`src/rtl/dfc_pkg.sv`:
```
// dfc_pkg: shared op/state encodings and transfer sizes for the DFC host.
package dfc_pkg;
  typedef enum logic [1:0] {OP_LOAD = 2'd0, OP_FIFO = 2'd1, OP_LIFO = 2'd2, OP_ILL = 2'd3} op_e;
  typedef enum logic [2:0] {S_IDLE, S_ISSUE, S_SEND, S_COLLECT, S_DONE} state_e;
  localparam int WORDS = 4;
  localparam int BYTES = 8;
endpackage

```
`src/rtl/dfc_host_if.sv`:
```
// dfc_host_if: request/response bus plus DFC command/data bus.
// slave : host view (takes req_*, busy, dataout, output_valid; drives the rest)
// master: user+DFC view (opposite directions)
interface dfc_host_if;
  logic        req_valid, req_ready;
  logic [1:0]  req_op;
  logic [31:0] req_a, req_b;
  logic [1:0]  cmd;
  logic        cmd_valid;
  logic [7:0]  datain;
  logic        busy;
  logic [8:0]  dataout;
  logic        output_valid;
  logic        rsp_valid;
  logic [35:0] rsp_data;
  logic        rsp_err;
  modport slave (input req_valid, req_op, req_a, req_b, busy, dataout, output_valid,
                 output req_ready, cmd, cmd_valid, datain, rsp_valid, rsp_data, rsp_err);
  modport master (output req_valid, req_op, req_a, req_b, busy, dataout, output_valid,
                  input req_ready, cmd, cmd_valid, datain, rsp_valid, rsp_data, rsp_err);
endinterface

```
`src/rtl/dfc_host.sv`:
```
// dfc_host: sequences LOAD/READ_FIFO/READ_LIFO operations on a DFC and returns results.
// Ports: clk, reset (async active-low), bus (dfc_host_if.slave: req_*, cmd*, datain,
// busy, dataout, output_valid, rsp_*). Optional DFC_HOST_TIMEOUT_EN adds a per-word
// COLLECT timeout of TIMEOUT_CYC cycles.
module dfc_host
  import dfc_pkg::*;
#(
  parameter int TIMEOUT_CYC = 16
) (
  input logic       clk,
  input logic       reset,
  dfc_host_if.slave bus
);
  state_e                 state_q, state_d;
  op_e                    op_q;
  logic [31:0]            a_q, b_q;
  logic [2:0]             idx_q;
  logic [WORDS-1:0][8:0]  y_q;
  logic                   err_q, rsp_valid_q, rsp_err_q;
  logic [35:0]            rsp_data_q;
  logic                   accept, strobe, word, timeout_hit;
  logic [1:0]             slot;
  logic [63:0]            bytes;
  assign accept = bus.req_valid && bus.req_ready;
  assign strobe = state_q == S_ISSUE && !bus.busy;
  assign word   = state_q == S_COLLECT && bus.output_valid;
  // LIFO returns the last-stored word first, so word k lands in slot 3-k
  assign slot   = op_q == OP_LIFO ? ~idx_q[1:0] : idx_q[1:0];
  assign bytes  = {b_q, a_q};
`ifdef DFC_HOST_TIMEOUT_EN
  localparam int TW = $clog2(TIMEOUT_CYC + 1);
  logic [TW-1:0] tmo_q;
  assign timeout_hit = state_q == S_COLLECT && !bus.output_valid && tmo_q == TW'(TIMEOUT_CYC - 1);
  always_ff @(posedge clk or negedge reset)
    if (!reset) tmo_q <= '0;
    else tmo_q <= (state_q == S_COLLECT && !bus.output_valid) ? tmo_q + 1'b1 : '0;
`else
  assign timeout_hit = 1'b0 && (TIMEOUT_CYC > 0);
`endif
  always_ff @(posedge clk or negedge reset)
    if (!reset) begin
      state_q     <= S_IDLE;
      op_q        <= OP_LOAD;
      a_q         <= '0;
      b_q         <= '0;
      idx_q       <= '0;
      y_q         <= '0;
      err_q       <= 1'b0;
      rsp_valid_q <= 1'b0;
      rsp_err_q   <= 1'b0;
      rsp_data_q  <= '0;
    end else begin
      state_q     <= state_d;
      if (accept) begin
        op_q  <= op_e'(bus.req_op);
        a_q   <= bus.req_a;
        b_q   <= bus.req_b;
      end
      err_q       <= accept ? bus.req_op == OP_ILL : err_q || timeout_hit;
      idx_q       <= state_q == S_SEND ? idx_q + 3'd1 : state_q == S_COLLECT ? idx_q + 3'(word) : '0;
      if (word) y_q[slot] <= bus.dataout;
      rsp_valid_q <= state_q == S_DONE;
      rsp_err_q   <= state_q == S_DONE && err_q;
      if (state_q == S_DONE && op_q != OP_LOAD && !err_q) rsp_data_q <= y_q;
    end
  always_comb begin
    state_d = state_q;
    case (state_q)
      S_IDLE:    if (accept) state_d = bus.req_op == OP_ILL ? S_DONE : S_ISSUE;
      S_ISSUE:   if (strobe) state_d = op_q == OP_LOAD ? S_SEND : S_COLLECT;
      S_SEND:    if (idx_q == 3'(BYTES - 1)) state_d = S_DONE;
      S_COLLECT: if ((word && idx_q == 3'(WORDS - 1)) || timeout_hit) state_d = S_DONE;
      default:   state_d = S_IDLE;
    endcase
  end
  always_comb begin
    bus.req_ready = state_q == S_IDLE;
    bus.cmd_valid = strobe;
    bus.cmd       = strobe ? op_q : OP_LOAD;
    bus.datain    = state_q == S_SEND ? bytes[{idx_q, 3'b000} +: 8] : 8'd0;
    bus.rsp_valid = rsp_valid_q;
    bus.rsp_err   = rsp_err_q;
    bus.rsp_data  = rsp_data_q;
  end
endmodule

```
`src/flat_wrapper.sv`:
```
// flat-port wrapper written by rule: the top's interface ports become plain ports
module dfc_host_flat import dfc_pkg::*;
#(
  parameter int TIMEOUT_CYC = 16
)
  (clk, reset, bus_req_valid, bus_req_op, bus_req_a, bus_req_b, bus_busy, bus_dataout, bus_output_valid, bus_req_ready, bus_cmd, bus_cmd_valid, bus_datain, bus_rsp_valid, bus_rsp_data, bus_rsp_err);
  dfc_host_if bus_i ();
  input logic clk;
  input logic reset;
  input wire logic [$bits(bus_i.req_valid)-1:0] bus_req_valid;
  input wire logic [$bits(bus_i.req_op)-1:0] bus_req_op;
  input wire logic [$bits(bus_i.req_a)-1:0] bus_req_a;
  input wire logic [$bits(bus_i.req_b)-1:0] bus_req_b;
  input wire logic [$bits(bus_i.busy)-1:0] bus_busy;
  input wire logic [$bits(bus_i.dataout)-1:0] bus_dataout;
  input wire logic [$bits(bus_i.output_valid)-1:0] bus_output_valid;
  output wire logic [$bits(bus_i.req_ready)-1:0] bus_req_ready;
  output wire logic [$bits(bus_i.cmd)-1:0] bus_cmd;
  output wire logic [$bits(bus_i.cmd_valid)-1:0] bus_cmd_valid;
  output wire logic [$bits(bus_i.datain)-1:0] bus_datain;
  output wire logic [$bits(bus_i.rsp_valid)-1:0] bus_rsp_valid;
  output wire logic [$bits(bus_i.rsp_data)-1:0] bus_rsp_data;
  output wire logic [$bits(bus_i.rsp_err)-1:0] bus_rsp_err;
  assign bus_i.req_valid = bus_req_valid;
  assign bus_i.req_op = bus_req_op;
  assign bus_i.req_a = bus_req_a;
  assign bus_i.req_b = bus_req_b;
  assign bus_i.busy = bus_busy;
  assign bus_i.dataout = bus_dataout;
  assign bus_i.output_valid = bus_output_valid;
  assign bus_req_ready = bus_i.req_ready;
  assign bus_cmd = bus_i.cmd;
  assign bus_cmd_valid = bus_i.cmd_valid;
  assign bus_datain = bus_i.datain;
  assign bus_rsp_valid = bus_i.rsp_valid;
  assign bus_rsp_data = bus_i.rsp_data;
  assign bus_rsp_err = bus_i.rsp_err;
  dfc_host #(.TIMEOUT_CYC(TIMEOUT_CYC)) u_core (.clk(clk), .reset(reset), .bus(bus_i));
endmodule
```
`config.mk`:
```
export PLATFORM = sky130hd
export DESIGN_NAME = dfc_host_flat
export DESIGN_NICKNAME = d
export VERILOG_FILES = /design/src/rtl/dfc_pkg.sv /design/src/rtl/dfc_host_if.sv /design/src/rtl/dfc_host.sv /design/src/flat_wrapper.sv
export SDC_FILE = /design/constraint.sdc
export NUM_CORES = 1
export LEC_CHECK = 0
export BUFFER_PORTS_ARGS = -buffer_cell sky130_fd_sc_hd__buf_4
export CORE_ASPECT_RATIO = 1.2
export CORE_UTILIZATION = 45
export DETAILED_ROUTE_END_ITERATION = 10
export PLACE_DENSITY_LB_ADDON = 0.3
export REMOVE_ABC_BUFFERS = 1
export SYNTH_ARGS = -nofsm -noshare
export SYNTH_HDL_FRONTEND = slang
export SYNTH_SLANG_ARGS = --single-unit
```
`constraint.sdc`:
```
create_clock -name clk -period 1.5 [get_ports clk]
set_input_delay 0.3 -clock clk [delete_from_list [all_inputs] [get_ports clk]]
set_output_delay 0.3 -clock clk [all_outputs]
set_load 0.01 [all_outputs]
```
==> out/results.txt <==
outcome = finished with violations
failing checks = design-rule violations, negative setup slack
fmax = 436 MHz
share of post-route cells with drive strength above 1 = 0.647
synthesized area per cell = 15.2 µm²
clock slew at reported path FFs = 0.06 ns
Place WS = -0.345 ns
RSZ-0062 raised after global routing = true
Power Density = 2040 nW/µm²
worst path buffer plus inverter count = 2
Syn Std Cell Area = 6520 µm²
worst-case vdd ir drop = 1030 µV
via/cell ratio = 5.40
Root Buffer = clkbuf_16
Worst path max stage delay = 0.49 ns
Final min period = 2.29 ns
Worst Path Required = 1.20 ns
HPWL after DPL = 9830 µm
PnR worst setup slack = -0.793 ns
initial antenna violation count = 0
crit path max-delay cell type = dfrtp_2
final setup skew = 0.00724 ns
H-tree levels = 4
clock insertion delay at the later pin of the skew report = 0.42 ns
vias in the first global route = 5007
Die Width = 112 µm
commonest cells after routing, fill and taps aside = buf_4, dfrtp_1, mux2_4
routed len/inst = 21.5 µm
Slew Viols, Final = 0
GPL Wtd Cong = 0.758
antenna-violating nets left = 0
Port-buffer cells = 129
die footprint = 15000 µm²
row count = 47
clk sinks = 147
Leakage = 0.00468 µW
yosys warns = 0
critical path launch point = u_core.idx_q[0]$_DFF_PN0_
Worst R2R Start = u_core.state_q[2]$_DFFE_PN0P_
Tot Pwr = 20100 µW
Startpoint Class = flop
core area = 14000 µm²
EDFF count, synth = 0
largest net degree at the start of global routing = 41
CP cell instances = buf_12 > mux2i_1 > a22o_1 > nor4_2 > buf_4
layout net count = 733
Worst-Margin Slew = 0.388 ns
# DRC = 10
kind of critical path = flop to primary output
Mapped Cells = 430
Min-Delay Path Class = input pin to flop
Initial Utilization = 0.466
total CTS buffers = 17
most common cell after layout, fill and taps aside = buf_4
number of synthesized register bits = 147
DR iter-0 viols = 242
first-pass GRT wire length = 27700 µm
drt pass-1 iters = 7
clk buf depth = 2
Finish-stage setup viols = 156
final wirelength = 17800 µm
Relative slew margins = 0.735
total negative slack = -49.61 ns
endpoints failing hold = 0
worst path arrival time = 1.99 ns
FFs w/ async S/R, synth = 1.00
CTS tree = built
CP max FO = 13
vias = 4491
final core occ = 0.706
# diodes = 0
Critical Path End Type = primary output
sequential area share after synthesis = 0.564
Layout area overhead = 51.5%
I/O pin total = 130
GR Util All Layers = 0.245
Die H = 134 µm
hold wc startpoint = bus_req_a[17]
Unique masters post-synth = 40
delay-heaviest family, CP = flip-flops
fraction of the cycle the final worst path needs = 1.53
Main synth FF type = dfrtp_1
remaining global-route overflow = 0
# Max-Cap Violations = 0
## kinds of logic (layout without fill, tap and decap cells)
group	Yosys count	count (layout)	share of synthesized area
AOI/OAI and AO/OA	32	32	0.0430
buffers and inverters	27	256	0.0316
muxes	158	158	0.291
and+or+nand+nor	60	61	0.0598
xor gates and xnor gates	2	2	0.00269
adders and majority gates	4	4	0.00767
DFF	147	147	0.564
## routing by layer
layer	track usage	routed length [µm]	share of wire
met5	0	0	0
met4	0.103	541	0.030
met3	0.0669	934	0.052
met2	0.428	9320	0.52
met1	0.284	7040	0.39
## worst register-to-register path, cell delays in order (launching register included)
cell and delay [ns]:
dfrtp_1 0.41, buf_6 0.14, buf_6 0.12, nor3_4 0.24
and2_4 0.27, buf_4 0.13, buf_6 0.09, clkbuf_16 0.14
mux2_4 0.30
## state kept, by name (all words and copies together), names as in the netlist
| signal | flops |
|---|---|
| u_core.bus.rsp_valid | 1 |
| u_core.b_q | 32 |
| u_core.a_q | 32 |
| u_core.op_q | 2 |
| u_core.state_q | 3 |
| u_core.err_q | 1 |
| u_core.bus.rsp_data | 36 |
| u_core.idx_q | 3 |
| u_core.bus.rsp_err | 1 |
| u_core.y_q | 36 |
## synthesized netlist by cell type (all sizes together), types with 2 or more instances
cell       n  share of area
mux2i     20          0.031
a2111oi    8          0.011
mux2     138           0.26
nor4b      2         0.0027
nor3       2         0.0031
buf       20          0.028
clkbuf     3         0.0017
a22o       8          0.011
inv        4         0.0023
nand2      4         0.0023
ha         4         0.0077
dfrtp    147           0.56
a211oi     8         0.0092
nor2      10         0.0081
and2       4         0.0038
o211a      2         0.0031
nand2b     3         0.0029
nor2b     19          0.018
nor4       9         0.0086
nand3      2         0.0015
a21oi      3         0.0058
## power by group
part / internal (µW) / total [µW] / leakage (µW) / switching [µW]
Clock: 2460 / 4050 / 0.000279 / 1590
Sequential: 5780 / 6980 / 0.00182 / 1200
Combinational: 5790 / 9100 / 0.00258 / 3320
## through the flow
| step | cell area [µm²] | hold WS, ns | std cells |
|---|---|---|---|
| detailed placement | 8040 | 0.245 | 754 |
| CTS | 9700 | 0.0840 | 820 |
| floorplan | 6330 | 0.00441 | 407 |
| finish | 9880 | 0.0982 | 831 |
| global route | 9880 | 0.0852 | 831 |
| global placement | 8040 | 0.241 | 754 |
## final cells by class
cell class,count,area [µm²]
clock inverter,10,111
timing repair buffer,222,2220
inverter,4,22.5
clock buffer,20,447
tap,171,214
fill,914,4110
sequential,147,3680
multi-input combinational,257,3190
## worst paths after layout
path,endpoint,cells after the start,slack (ns)
hold reg to reg,u_core.bus.rsp_data[17]$_DFFE_PN0P_,1,0.51
min in group asynchronous,u_core.bus.rsp_data[33]$_DFFE_PN0P_,2,0.37
setup / recovery,bus_datain[4],5,-0.79
hold / removal,u_core.a_q[17]$_DFFE_PN0P_,2,0.1
setup reg to reg,u_core.b_q[11]$_DFFE_PN0P_,8,-0.44
max in group asynchronous,u_core.a_q[4]$_DFFE_PN0P_,3,0.59
## repair_timing
| action | CTS | global route |
|---|---|---|
| resized for setup | 149 | 58 |
| cloned | 13 | 4 |
| hold buffers | 1 | 0 |
| endpoints found under the hold margin | 34 | 0 |
| endpoints found under the setup margin | 155 | 158 |
| pin swaps | 11 | 12 |
| buffers inserted | 22 | 21 |
(Power assumes the default switching activity.)
